### src/rtl/fifo_pkg.sv
// fifo_pkg: read/write-side shared FSM encodings and Gray code helpers.
package fifo_pkg;
  localparam int GW = 9;
  typedef enum logic [1:0] {IDLE = 2'b00, ACTIVE = 2'b01, EMPTY = 2'b10} rd_state_e;
  function automatic logic [GW-1:0] bin2gray(input logic [GW-1:0] b);
    return b ^ (b >> 1);
  endfunction
  function automatic logic [GW-1:0] gray2bin(input logic [GW-1:0] g);
    logic [GW-1:0] b;
    b = g;
    for (int i = GW - 2; i >= 0; i--) b[i] = b[i+1] ^ g[i];
    return b;
  endfunction
endpackage

### src/rtl/fifo_ptr_sync.sv
// fifo_ptr_sync: two-flop synchronizer for a Gray pointer crossing into this clock.
module fifo_ptr_sync #(
  parameter int W = 3
) (
  input  logic         clk,
  input  logic         rst,
  input  logic [W-1:0] d,
  output logic [W-1:0] q
);
  logic [W-1:0] q1_q;
  always_ff @(posedge clk or negedge rst)
    if (!rst) begin
      q1_q <= '0;
      q <= '0;
    end else begin
      q1_q <= d;
      q <= q1_q;
    end
endmodule

### src/rtl/fifo_read_logic.sv
// fifo_read_logic: async FIFO read-side pointer, empty flag and read strobe.
// FIFO_RD_ALMOST_EMPTY_EN adds the registered ralmost_empty output.
module fifo_read_logic
  import fifo_pkg::*;
#(
  parameter int PTR_SZ = 2,
  parameter int AE_THRESH = 1
) (
  input  logic              clk,
  input  logic              rst,
  input  logic              rinc,
  input  logic [PTR_SZ:0]   waddr_gray,
  output logic              rempty,
  output logic              read_en,
  output logic [PTR_SZ-1:0] raddr,
  output logic [PTR_SZ:0]   raddr_gray
`ifdef FIFO_RD_ALMOST_EMPTY_EN
  ,
  output logic              ralmost_empty
`endif
);
  localparam int W = PTR_SZ + 1;
  logic [W-1:0] rbin_q, rbin_d, rgray_d, wq2;
  logic rempty_d;
  rd_state_e state_q, state_d;
  fifo_ptr_sync #(.W(W)) u_sync (.clk(clk), .rst(rst), .d(waddr_gray), .q(wq2));
  always_comb begin
    rbin_d = rbin_q + W'(rinc & ~rempty);
    rgray_d = W'(bin2gray(GW'(rbin_d)));
    rempty_d = rgray_d == wq2;
    state_d = state_q == IDLE ? EMPTY : rempty_d ? EMPTY : ACTIVE;
  end
  assign read_en = rinc & ~rempty & (state_q == ACTIVE);
  assign raddr = rbin_q[PTR_SZ-1:0];
  always_ff @(posedge clk or negedge rst)
    if (!rst) begin
      rbin_q <= '0;
      raddr_gray <= '0;
      rempty <= 1'b1;
      state_q <= IDLE;
    end else begin
      rbin_q <= rbin_d;
      raddr_gray <= rgray_d;
      rempty <= rempty_d;
      state_q <= state_d;
    end
`ifdef FIFO_RD_ALMOST_EMPTY_EN
  logic [W-1:0] occ;
  assign occ = W'(gray2bin(GW'(wq2))) - rbin_d;
  always_ff @(posedge clk or negedge rst)
    if (!rst) ralmost_empty <= 1'b1;
    else ralmost_empty <= occ <= W'(AE_THRESH);
`endif
endmodule

### config.mk
export PLATFORM = sky130hd
export DESIGN_NAME = fifo_read_logic
export DESIGN_NICKNAME = d
export VERILOG_FILES = /design/src/rtl/fifo_pkg.sv /design/src/rtl/fifo_ptr_sync.sv /design/src/rtl/fifo_read_logic.sv
export SDC_FILE = /design/constraint.sdc
export NUM_CORES = 1
export LEC_CHECK = 0
export ABC_AREA = 1
export BUFFER_PORTS_ARGS = -buffer_cell sky130_fd_sc_hd__buf_2
export CAP_MARGIN = 40
export CORE_AREA = 2 2 39 41
export CTS_BUF_LIST = sky130_fd_sc_hd__clkbuf_4 sky130_fd_sc_hd__clkbuf_8 sky130_fd_sc_hd__clkbuf_16
export DETAILED_ROUTE_END_ITERATION = 6
export DIE_AREA = 0 0 41 43
export GPL_TIMING_DRIVEN = 0
export SKIP_CTS_REPAIR_TIMING = 1
export SLEW_MARGIN = 20
export SYNTH_ARGS = -nofsm -noshare
export SYNTH_HDL_FRONTEND = slang
export SYNTH_HIERARCHICAL = 1
export SYNTH_SLANG_ARGS = --single-unit
### constraint.sdc
create_clock -name clk -period 2.7 [get_ports clk]
set_input_delay 0.135 -clock clk [delete_from_list [all_inputs] [get_ports clk]]
set_output_delay 0.135 -clock clk [all_outputs]
set_load 0.1 [all_outputs]
==> key figures <==
Yosys
  – Mapped Cells: 57
  – Synthesized area: 552 sq um
  – Syn_area_per_cell: 9.68 sq um
  – Yosys reg bits: 14
  – Syn Nets: 65
  – Library cells used by synthesis: 11
  – Synthesis warning total: 6
  – Seq/Total Area, Yosys: 63.7%

Setup path
  – CP Depth: 11
  – Critical Path Most Common Cell: nand2_1
  – Crit-path max FO: 5
  – CP startpoint kind: register
  – Critical path class: register to register
  – Critical-path cell list: nor2_1 -> ha_1 -> ha_1 -> inv_2 -> nand2_2 -> nand2_2 -> nand2_1 -> nand2_1 -> nor2_2 -> nand2_1 -> nand2_1
  – Crit path max-delay family: adder cells
  – Slowest-stage cell, CP: dfstp_2
  – CP arrival: 1.93 ns
  – Buf+Inv Stages, Crit Path: 1
  – Reg2Reg Depth: 11
  – Worst EP required: 2.92 ns
  – Critical Path Max Stage Delay: 0.53 ns
  – CP endpoint kind: register

Timing
  – FMAX: 0.587 GHz
  – Endpoints failing hold: 0
  – Pins Over Slew Limit: 0
  – Setup Viol. Count Final: 0
  – RSZ-0062 raised after global routing: false
  – Worst-margin pin slew: 0.484 ns
  – Setup skew after layout: 0.000242 ns
  – Slew margin rel.: 68.0%
  – Tcrit/Tclk final: 63.1%
  – Total negative slack: 0 ns
  – Period minus WS final: 1.70 ns

Layout
  – Share of cells above drive strength 1: 28.6%
  – Filler cells: 130
  – Nets: 86
  – Commonest cells after routing, fill and taps aside: 14 x nand2_1, 13 x dfrtp_1, 12 x buf_2
  – Ant diodes: 0
  – Synthesis-to-layout area growth: 28.3%
  – Commonest non-fill, non-tap cell in the layout: nand2_1

Global route
  – Total congestion overflow: 0
  – Initial antenna violation count: 0
  – Vias in the first global route: 339
  – First-pass GRT wire length: 1320 um
  – Largest net degree at the start of global routing: 15
  – GR Util All Layers: 12.4%

Clocking
  – Clk_lat worst skew: 0.27 ns
  – Clock Sinks: 14
  – H-tree depth: 1
  – CTS buffer count: 3
  – CTS tree: done
  – Clk root buf: clkbuf_4
  – Max clock buf depth: 2
  – Clock transition at path regs: 0.08 ns

Floorplan
  – Top Ports: 13
  – Die width: 41 um
  – Die height: 43 um
  – # rows: 14
  – Die area: 0.00176 sq mm
  – Core Region: 0.00138 sq mm
  – Initial Util: 39.9%

Routing
  – Post-route ant nets: 0
  – Total Routed Length: 794 um
  – TritonRoute pass-1 iters: 4
  – Drt initial violations: 3
  – Total number of vias: 404
  – Avg Vias per Cell: 4.34
  – WL per Instance: 8.54 um
  – DRC: 0

Job
  – Max Cap Viol: 0

Status
  – Status: complete, no violations

Place
  – IO buf count: 12
  – HPWL after detailed placement: 599 um
  – Final RePlAce weighted congestion: 0.745

Min path
  – Worst min-delay path class: primary input to asynchronous set/reset pin
worst paths after layout:
path | from | to | slack [ns]
setup / recovery | rempty | state_q[1] | 1.0
hold / removal | rst | raddr_gray[1] | 0.26
setup reg to reg | rempty | state_q[1] | 1.0
hold reg to reg | u_sync/q1_q[1] | u_sync/q[1] | 0.35
max in group asynchronous | rst | rempty | 2.16
min in group clk | rinc | rbin_q[0] | 0.34
layout make-up:
| type | count | area (sq um) | share of cell area, % |
|---|---|---|---|
| Tap cell | 16 | 20.0 | 2.83 |
| Timing Repair Buffer | 16 | 100 | 14.1 |
| Multi-Input combinational cell | 32 | 159 | 22.4 |
| Sequential cell | 14 | 352 | 49.6 |
| Inverter | 11 | 41.3 | 5.83 |
| Clock buffer | 4 | 36.3 | 5.12 |
stage by stage:
stage	cells	worst slack [ns]	utilization (%)	instance area [sq um]	hold slack [ns]
after floorplan	57	0.538	-	552	-0.161
final	93	0.995	51.2	708	0.264
after global routing	93	0.815	51.2	708	0.301
after global placement	85	1.01	45.7	632	0.0398
after detailed placement	85	0.988	45.7	632	0.0440
after CTS	89	0.971	48.3	668	-0.263
metal layers:
| layer | share of wire [%] | track usage (%) | vias to the layer above | wire length, um |
|---|---|---|---|---|
| met1 | 46 | 13.0 | 174 | 365 |
| met2 | 43 | 17.5 | 13 | 345 |
| met4 | 4.0 | 10.0 | 0 | 32 |
| li1 | - | - | 213 | - |
| met5 | 0 | 0 | - | 0 |
| met3 | 6.2 | 6.28 | 4 | 49 |
flip-flops by register name, summed over array words and instances, names as in the netlist:
register and count:
rbin_q 2, state_q 2, rempty 1, u_sync/q 3, raddr_gray 3, u_sync/q1_q 3
Yosys cell counts, drive strengths merged:
master	n	area share (%)
inv	11	7.5
nand2	17	13
ha	2	4.5
nor2	4	3.2
dfstp	1	4.8
nand3	8	7.3
dfrtp	13	59
a21oi	1	0.91
worst reg2reg max path, stage by stage (launching register included):
cell     delay (ns)
dfstp_2        0.53
nor2_1         0.06
ha_1           0.18
ha_1           0.37
inv_2          0.07
nand2_2        0.07
nand2_2        0.05
nand2_1        0.05
nand2_1        0.06
nor2_2         0.09
nand2_1        0.08
nand2_1        0.06
logic make-up (layout without fill, tap and decap cells):
kind of cell | Yosys count | in the layout | share of synthesized area (%)
simple gates | 29 | 29 | 23.4
compound gates | 1 | 1 | 0.906
flops | 14 | 14 | 63.7
buf+inv | 11 | 31 | 7.48
fa+ha+maj | 2 | 2 | 4.53
Power is not shown: default switching activity piles up to over one toggle a cycle in this logic, so the estimate is an artifact.
